File: src/rtl/trivium_keystream_core_pkg.sv
// Shared definitions for the Trivium keystream engine: widths, FSM
// encodings, feedback tap positions and the key/IV load layout.
package trivium_pkg;

    localparam int KEY_W          = 80;
    localparam int IV_W           = 80;
    localparam int STATE_W        = 288;
    localparam int INIT_ROUNDS    = 1152;
    localparam int ROUNDS_PER_CLK = 8;

    // FSM encodings, kept as plain constants for legacy tool flows
    localparam logic [1:0] ST_IDLE      = 2'd0;
    localparam logic [1:0] ST_INIT      = 2'd1;
    localparam logic [1:0] ST_READY     = 2'd2;
    localparam logic [1:0] ST_EXHAUSTED = 2'd3;

    // Tap positions use the 1-based s(n) numbering; s(n) lives in bit n-1
    localparam int TAP_66  = 66;
    localparam int TAP_93  = 93;
    localparam int TAP_162 = 162;
    localparam int TAP_177 = 177;
    localparam int TAP_243 = 243;
    localparam int TAP_288 = 288;
    localparam int TAP_91  = 91;
    localparam int TAP_92  = 92;
    localparam int TAP_171 = 171;
    localparam int TAP_175 = 175;
    localparam int TAP_176 = 176;
    localparam int TAP_264 = 264;
    localparam int TAP_286 = 286;
    localparam int TAP_287 = 287;
    localparam int TAP_69  = 69;

    // Initial cipher state: key in s(1..80), IV in s(94..173), s(286..288) set
    function automatic logic [STATE_W-1:0] load_state(input logic [KEY_W-1:0] key,
                                                       input logic [IV_W-1:0]  iv);
        return {3'b111, 112'b0, iv, 13'b0, key};
    endfunction

endpackage

File: src/rtl/trivium_keystream_core_if.sv
// Control/data bundle between the Trivium controller and the keystream core.
interface trivium_keystream_core_if;
    import trivium_pkg::*;

    logic              load;
    logic [KEY_W-1:0]  key;
    logic [IV_W-1:0]   iv;
    logic              ks_req;
    logic [7:0]        data;
    logic [7:0]        stream;
    logic              ks_valid;
    logic              busy;
    logic              ready;
    logic              exhausted;
    logic              err;

    modport master (
        output load, key, iv, ks_req, data,
        input  stream, ks_valid, busy, ready, exhausted, err
    );

    modport slave (
        input  load, key, iv, ks_req, data,
        output stream, ks_valid, busy, ready, exhausted, err
    );

endinterface

File: src/rtl/trivium_round8.sv
// Eight Trivium rounds unrolled combinationally; z_o[0] is the first round.
module trivium_round8
    import trivium_pkg::*;
(
    input  logic [STATE_W-1:0] s_i,
    output logic [STATE_W-1:0] s_o,
    output logic [7:0]         z_o
);

    // Chain the rounds, collecting each round's output bit in order
    always_comb begin
        logic [STATE_W-1:0] st;
        logic t1;
        logic t2;
        logic t3;
        st  = s_i;
        z_o = '0;
        t1  = 1'b0;
        t2  = 1'b0;
        t3  = 1'b0;
        for (int r = 0; r < ROUNDS_PER_CLK; r++) begin
            t1 = st[TAP_66-1]  ^ st[TAP_93-1];
            t2 = st[TAP_162-1] ^ st[TAP_177-1];
            t3 = st[TAP_243-1] ^ st[TAP_288-1];
            z_o[r[2:0]] = t1 ^ t2 ^ t3;
            t1 = t1 ^ (st[TAP_91-1]  & st[TAP_92-1])  ^ st[TAP_171-1];
            t2 = t2 ^ (st[TAP_175-1] & st[TAP_176-1]) ^ st[TAP_264-1];
            t3 = t3 ^ (st[TAP_286-1] & st[TAP_287-1]) ^ st[TAP_69-1];
            st = {st[286:177], t2, st[175:93], t1, st[91:0], t3};
        end
        s_o = st;
    end

endmodule

File: src/rtl/trivium_keystream_core.sv
// Trivium keystream engine: owns the 288-bit cipher state, runs the warm-up
// after each load and serves one data^keystream byte per accepted request.
module trivium_keystream_core
    import trivium_pkg::*;
#(
    parameter int unsigned INIT_CYCLES = 144,
    parameter logic [63:0] MAX_BYTES   = 64'h2000_0000_0000_0000
) (
    input  logic                          clk,
    input  logic                          rst,
    trivium_keystream_core_if.slave       bus
);

    localparam int CNT_W = $clog2(INIT_CYCLES);

    logic [1:0]         state_q, state_d;
    logic [CNT_W-1:0]   cnt_init_q, cnt_init_d;
    logic [63:0]        byte_cnt_q, byte_cnt_d;
    logic [STATE_W-1:0] s_q, s_d, s_next;
    logic [7:0]         z;
    logic [7:0]         stream_q, stream_d;
    logic               ks_valid_q, ks_valid_d;
    logic               err_q, err_d;

    trivium_round8 u_round8 (
        .s_i (s_q),
        .s_o (s_next),
        .z_o (z)
    );

    // Next-state logic: load overrides everything, otherwise per-state handling
    always_comb begin
        state_d    = state_q;
        cnt_init_d = cnt_init_q;
        byte_cnt_d = byte_cnt_q;
        s_d        = s_q;
        stream_d   = stream_q;
        ks_valid_d = 1'b0;
        err_d      = 1'b0;
        if (bus.load) begin
            s_d        = load_state(bus.key, bus.iv);
            cnt_init_d = '0;
            byte_cnt_d = '0;
            state_d    = ST_INIT;
        end else begin
            case (state_q)
                ST_IDLE: begin
                    err_d = bus.ks_req;
                end
                ST_INIT: begin
                    err_d      = bus.ks_req;
                    s_d        = s_next;
                    cnt_init_d = cnt_init_q + 1'b1;
                    if (cnt_init_q == CNT_W'(INIT_CYCLES - 1)) begin
                        state_d = ST_READY;
                    end
                end
                ST_READY: begin
                    if (bus.ks_req) begin
                        s_d        = s_next;
                        stream_d   = bus.data ^ z;
                        ks_valid_d = 1'b1;
                        byte_cnt_d = byte_cnt_q + 64'd1;
                        if (byte_cnt_d == MAX_BYTES) begin
                            state_d = ST_EXHAUSTED;
                        end
                    end
                end
                ST_EXHAUSTED: begin
                    err_d = bus.ks_req;
                end
                default: begin
                    state_d = ST_IDLE;
                end
            endcase
        end
    end

    // State registers; reset discards the cipher state entirely
    always_ff @(posedge clk or posedge rst) begin
        if (rst) begin
            state_q    <= ST_IDLE;
            cnt_init_q <= '0;
            byte_cnt_q <= '0;
            s_q        <= '0;
            stream_q   <= '0;
            ks_valid_q <= 1'b0;
            err_q      <= 1'b0;
        end else begin
            state_q    <= state_d;
            cnt_init_q <= cnt_init_d;
            byte_cnt_q <= byte_cnt_d;
            s_q        <= s_d;
            stream_q   <= stream_d;
            ks_valid_q <= ks_valid_d;
            err_q      <= err_d;
        end
    end

    assign bus.stream    = stream_q;
    assign bus.ks_valid  = ks_valid_q;
    assign bus.err       = err_q;
    assign bus.busy      = (state_q == ST_INIT);
    assign bus.ready     = (state_q == ST_READY);
    assign bus.exhausted = (state_q == ST_EXHAUSTED);

endmodule

File: src/flat_wrapper.sv
// flat-port wrapper written by rule: the top's interface ports become plain ports
module trivium_keystream_core_flat import trivium_pkg::*;
#(
    parameter int unsigned INIT_CYCLES = 144,
    parameter logic [63:0] MAX_BYTES   = 64'h2000_0000_0000_0000
)
  (clk, rst, bus_load, bus_key, bus_iv, bus_ks_req, bus_data, bus_stream, bus_ks_valid, bus_busy, bus_ready, bus_exhausted, bus_err);
  trivium_keystream_core_if bus_i ();
  input  logic clk;
  input  logic rst;
  input wire logic [$bits(bus_i.load)-1:0] bus_load;
  input wire logic [$bits(bus_i.key)-1:0] bus_key;
  input wire logic [$bits(bus_i.iv)-1:0] bus_iv;
  input wire logic [$bits(bus_i.ks_req)-1:0] bus_ks_req;
  input wire logic [$bits(bus_i.data)-1:0] bus_data;
  output wire logic [$bits(bus_i.stream)-1:0] bus_stream;
  output wire logic [$bits(bus_i.ks_valid)-1:0] bus_ks_valid;
  output wire logic [$bits(bus_i.busy)-1:0] bus_busy;
  output wire logic [$bits(bus_i.ready)-1:0] bus_ready;
  output wire logic [$bits(bus_i.exhausted)-1:0] bus_exhausted;
  output wire logic [$bits(bus_i.err)-1:0] bus_err;
  assign bus_i.load = bus_load;
  assign bus_i.key = bus_key;
  assign bus_i.iv = bus_iv;
  assign bus_i.ks_req = bus_ks_req;
  assign bus_i.data = bus_data;
  assign bus_stream = bus_i.stream;
  assign bus_ks_valid = bus_i.ks_valid;
  assign bus_busy = bus_i.busy;
  assign bus_ready = bus_i.ready;
  assign bus_exhausted = bus_i.exhausted;
  assign bus_err = bus_i.err;
  trivium_keystream_core #(.INIT_CYCLES(INIT_CYCLES), .MAX_BYTES(MAX_BYTES)) u_core (.clk(clk), .rst(rst), .bus(bus_i));
endmodule
File: config.mk
export PLATFORM = sky130hd
export DESIGN_NAME = trivium_keystream_core_flat
export DESIGN_NICKNAME = d
export VERILOG_FILES = /design/src/rtl/trivium_keystream_core_pkg.sv /design/src/rtl/trivium_keystream_core_if.sv /design/src/rtl/trivium_round8.sv /design/src/rtl/trivium_keystream_core.sv /design/src/flat_wrapper.sv
export SDC_FILE = /design/constraint.sdc
export NUM_CORES = 1
export LEC_CHECK = 0
export ABC_AREA = 1
export BUFFER_PORTS_ARGS = -buffer_cell sky130_fd_sc_hd__buf_2
export CORE_UTILIZATION = 28
export CTS_BUF_LIST = sky130_fd_sc_hd__clkbuf_4
export DETAILED_ROUTE_END_ITERATION = 16
export PLACE_DENSITY = 0.47
export RECOVER_POWER = 100
export SLEW_MARGIN = 20
export SYNTH_ARGS = -nofsm -noshare
export SYNTH_HDL_FRONTEND = slang
export SYNTH_HIERARCHICAL = 1
export SYNTH_SLANG_ARGS = --single-unit
File: constraint.sdc
create_clock -name clk -period 13 [get_ports clk]
set_input_delay 2.6 -clock clk [delete_from_list [all_inputs] [get_ports clk]]
set_output_delay 2.6 -clock clk [all_outputs]
set_load 0.01 [all_outputs]
== Yosys cells after proc, flatten, opt, wreduce, memory -nomap -nowiden ==
Cells that the tools add are included.
Operators by class
  reduce and logical (&&, ||, !) cells: 10
  add/sub/neg operators: 2
  muxes and demuxes: 18
  bitwise gates (word level): 114
  equal/unequal tests: 8
Operators with widths (number)
  two-way mux 288 bit: 2
  one-hot mux 288 bit (2 select lines): 1
  two-way mux 64 bit: 3
  bitwise XOR 1 bit: 88
  adder 64 x 1 -> 64 bit (second input constant): 1
  == test 64 x 62 -> 1 bit (second input constant): 1
  AND 1 bit: 24
  two-way mux 8 bit: 2
  adder 8 x 1 -> 8 bit (second input constant): 1
  == test 8 bit (second input constant): 1
  two-way mux 2 bit: 4
  bitwise XOR 8 bit: 1
  inequality test 3 x 2 -> 1 bit (second input constant): 2
  nonzero test 2 bit: 3
  two-way mux 1 bit: 5
  == test 2 bit (second input constant): 2
  one-hot mux 2 bit (2 select lines): 1
  AND reduction 2 bit: 2
  AND reduction 4 bit: 1
  inequality test 3 bit (second input constant): 1
  AND reduction 3 bit: 1
  nonzero test 3 bit: 1
  OR reduction 3 bit: 1
  == test 2 x 1 -> 1 bit (second input constant): 1
  other kinds (2): 2
Word-level totals
  bits of input ports: 172
  word-level logic and storage cells: 159
  output and inout bits: 13
  flip-flop bits (word level): 372

== Depth between registers and ports, before layout ==
  depth in word-level cells: 6
  depth in mapped cells: 21

== Cells and area by module ==
The synthesis kept the hierarchy.
Modules (own cells, without submodules)
  trivium_keystream_core: cells each 2330, area an instance 17728.3 um2, times used 1
  trivium_round8: cells each 621, area an instance 3497.1 um2, times used 1

== Worst setup path after synthesis ==
Ideal clock, no wire load.
  kind: in2reg
  start: input port bus_load
  end: register u_core.s_q[0]
  setup time: 0.082 ns
  data arrival time: 3.979 ns
  slack: 8.939 ns
  path buffers: 3
  stages: 9
  data required time: 12.918 ns
  cells stage by stage: clkbuf_1 > clkinv_1 > o21ai_0 > nor2_1 > clkinv_1 > clkbuf_1 > clkbuf_1 > nor2_1 > a31oi_1
Between the ends
  longest elaborated chain between the ends: 2
  elaborated cells on any way between the ends: 4
  those cells by class: 1 x eq/ne; 1 x mux; 2 x reduce/logical
RTL lines
  start: declaration: line flat_wrapper.sv:11  | input wire logic [$bits(bus_i.load)-1:0] bus_load;
  inequality test 3 bit (no source line) or nonzero test 3 bit (tied branches)
  AND reduction 2 bit (no source line)
  end signal: assignment: line trivium_keystream_core.sv:85  | s_q <= '0;
  end signal: assignment: line trivium_keystream_core.sv:93  | s_q <= s_d;
  end: declaration: line trivium_keystream_core.sv:19  | logic [STATE_W-1:0] s_q, s_d, s_next;
Several ways; a longest one is shown, not always the timed one.
A chain may end at the register's enable or synchronous reset.

== Worst setup path in the final report ==
  start: input port bus_load
  end: register u_core.s_q[97]
Same word-level chain as after synthesis.

==> flow_summary.toml <==
[timing]
finalHoldViolCount = 0
setup_violations = 0
max_freq_mhz = 117
grt_setup_unrepaired = "no"
finalSetupTns_ps = 0
final-max-slew-violation-count = 278
slew_headroom = -2.75
fin_crit_sh = 0.660
skew_ps = 75.4
worst_pin_slew_ps = 5590
whs_ps = 483
fin_crit_ps = 8570

[cts]
cts.clk_slew.worst_paths_ps = 70
clock-sinks = 372
clkLatencyLatePin_ps = 910
cts_buffers = 105
ctsResizeCount = 0
clockBufferDepth = 3
cts_setup_buffers = 0
root_buffer = "clkbuf_4"
hold_buffers = 0
cts_tree = "yes"
htreeDepth = 3

[pwr]
power.internal_mw = 2.48
power_frac_comb = 0.292
seqPwrFrac = 0.428
p_leak_nw = 10.3
p_switching_mw = 1.60
p_clk_frac = 0.280
powerDensity_mw_per_mm2 = 182
switching_share = 0.392
ir_drop_v = 0.000109

[logic_synthesis]
async_reset_ff_frac = 1.00
syn-instance-count = 2951
synth_edf_count = 0
synth_fp_nets = 3126
synth_area_sq_mm = 0.0212
synth.distinct_cells = 30
synth-seq-cells = 372
avgSynthCellArea_sq_um = 7.19
ys.flop_type = "dfrtp_1"
synth-seq-area-share = 0.439
ys_warn_count = 6

[worst_setup_path]
rr_startpoint = "u_core/state_q[0]"
crit_path_start = "bus_load"
arrival_ps = 9290
critPathLaunchType = "primary input"
cp_data_required_time_ps = 13720
cp-end-kind = "register"
crit_fanout = 126
path_class = "primary input to register"

[layout]
nFillCells = 8230
final-instance-count-excl-fill = 3917
fin_area_sq_mm = 0.0224
final_cell_mix = "1129 x nand2_1, 372 x dfrtp_1, 304 x nor2_1, 191 x inv_1, 184 x o21ai_0"
finalNetCount = 3038
area_growth_pct = 5.59
final_layout_size_suffix_gt1_frac = 0.130
final_common_cell = "nand2_1"

[floorplanning]
io_pins = 185
num_rows = 100
die_h_microns = 277
dieArea_sq_mm = 0.0769
die-width_microns = 277
core_sq_mm = 0.0747
start_util = 0.284

[global_routing]
grt_usage = 0.154
grt_max_degree = 127
antenna_found_initial = 19
grt_pass1_wl_microns = 94100
grt-ovfl-total = 0
first_global_vias = 16800

[outcome]
violations = "max-capacitance violations, max-slew violations"
status = "finished, violations left"

[placement]
dp_hpwl_microns = 41300
dp.cells = 3724
port-buffer-count = 184
post_dp_cell_area_sq_mm = 0.0210
gp_congestion = 0.862

[routing]
drt-pass1-iter-count = 5
drt_iter0_markers = 1220
wl_microns = 59300
drc = 0
avgRoutedWirePerCell_microns = 15.1
avgViaCountPerCell = 4.49
vias = 17600
final_antenna_net_count = 0

[min_path]
hold_path_class = "register to register"
hp-start = "u_core/s_q[178]"

[job]
maxCapViolations = 5
[final cells by class]
type	instances	area (sq um)	area share
Tap cell	969	1210	0.0541
Antenna cell	8	20.0	0.000893
Sequential cell	372	9310	0.415
Clock inverter	21	171	0.00765
Multi-Input combinational cell	1984	8680	0.387
Timing Repair Buffer	200	1030	0.0460
Clock buffer	163	1220	0.0546
Inverter	200	767	0.0342
[worst max-delay path, cell delays in order]
cell and delay, ps:
clkbuf_1 550, inv_8 780, o21ai_0 200, buf_4 380
nor2_1 1940, inv_8 690, clkbuf_1 860, buf_16 490
buf_4 400, nor2_1 180, a31oi_1 50
[final timing paths]
path                                        to  slack (ps)  depth (start not counted)
max                             u_core/s_q[97]        4430                         11
min                            u_core/s_q[178]         480                          2
max reg2reg                     u_core/s_q[97]        7070                         11
min reg2reg                    u_core/s_q[178]         480                          2
max in group asynchronous      u_core/s_q[262]        6190                          4
min in group asynchronous  u_core/bus.ks_valid        3450                          2
[sequential cells by signal, summed over array words and instances, names as in the netlist]
signal and count:
u_core/bus.ks_valid 1, u_core/cnt_init_q 8, u_core/s_q 288, u_core/byte_cnt_q 64, u_core/state_q 2, u_core/bus.stream 8, u_core/bus.err 1
[metal layers]
metal,part of all wire,up-vias,GRT usage
li1,-,8957,-
met1,0.48,8074,0.213
met2,0.44,406,0.237
met3,0.060,121,0.0396
met4,0.022,22,0.0437
met5,0.0025,-,0
[power groups by stage]
stage               Combinational, mW  Sequential (mW)  Clock, mW
finish                           1.19             1.75       1.15
floorplan                        1.23             1.68          0
detailed placement               1.21             1.77          0
global placement                 1.19             1.77          0
CTS                              1.21             1.75       1.19
global route                     1.37             1.80       1.25
[metrics by stage]
step / total power [mW] / worst slack, ps / util
2_1_floorplan: 2.91 / 69.4 / -
3_3_place_gp: 2.96 / 6080 / 0.282
3_5_place_dp: 2.98 / 6050 / 0.282
4_1_cts: 4.15 / 7040 / 0.300
5_1_grt: 4.42 / 3540 / 0.300
6_report: 4.09 / 4430 / 0.300
[synthesized netlist by cell type, drive strengths merged, types with 2 or more instances]
master / n / area (sq um)
nor2: 318 / 1250
inv: 196 / 736
buf: 269 / 2020
clkbuf: 126 / 473
nor3: 8 / 40.0
o21ai: 190 / 951
clkinv: 4 / 15.0
o22ai: 30 / 188
nand2: 1138 / 4300
nand3: 60 / 300
nand4: 16 / 100
o21a: 2 / 15.0
a31oi: 160 / 1000
xnor2: 10 / 87.6
ha: 3 / 37.5
dfrtp: 372 / 9310
xor2: 41 / 359
a21oi: 5 / 25.0
[kinds of logic (layout without fill, tap and decap cells)]
group	Yosys count	count (layout)	share of synthesized area
xor+xnor	51	51	0.0210
simple gates	1543	1543	0.283
buf+inv	595	584	0.153
other cells	0	8	0
flops	372	372	0.439
compound gates	387	387	0.103
fa+ha+maj	3	3	0.00177
No activity file was read; power rests on OpenSTA's default activity.
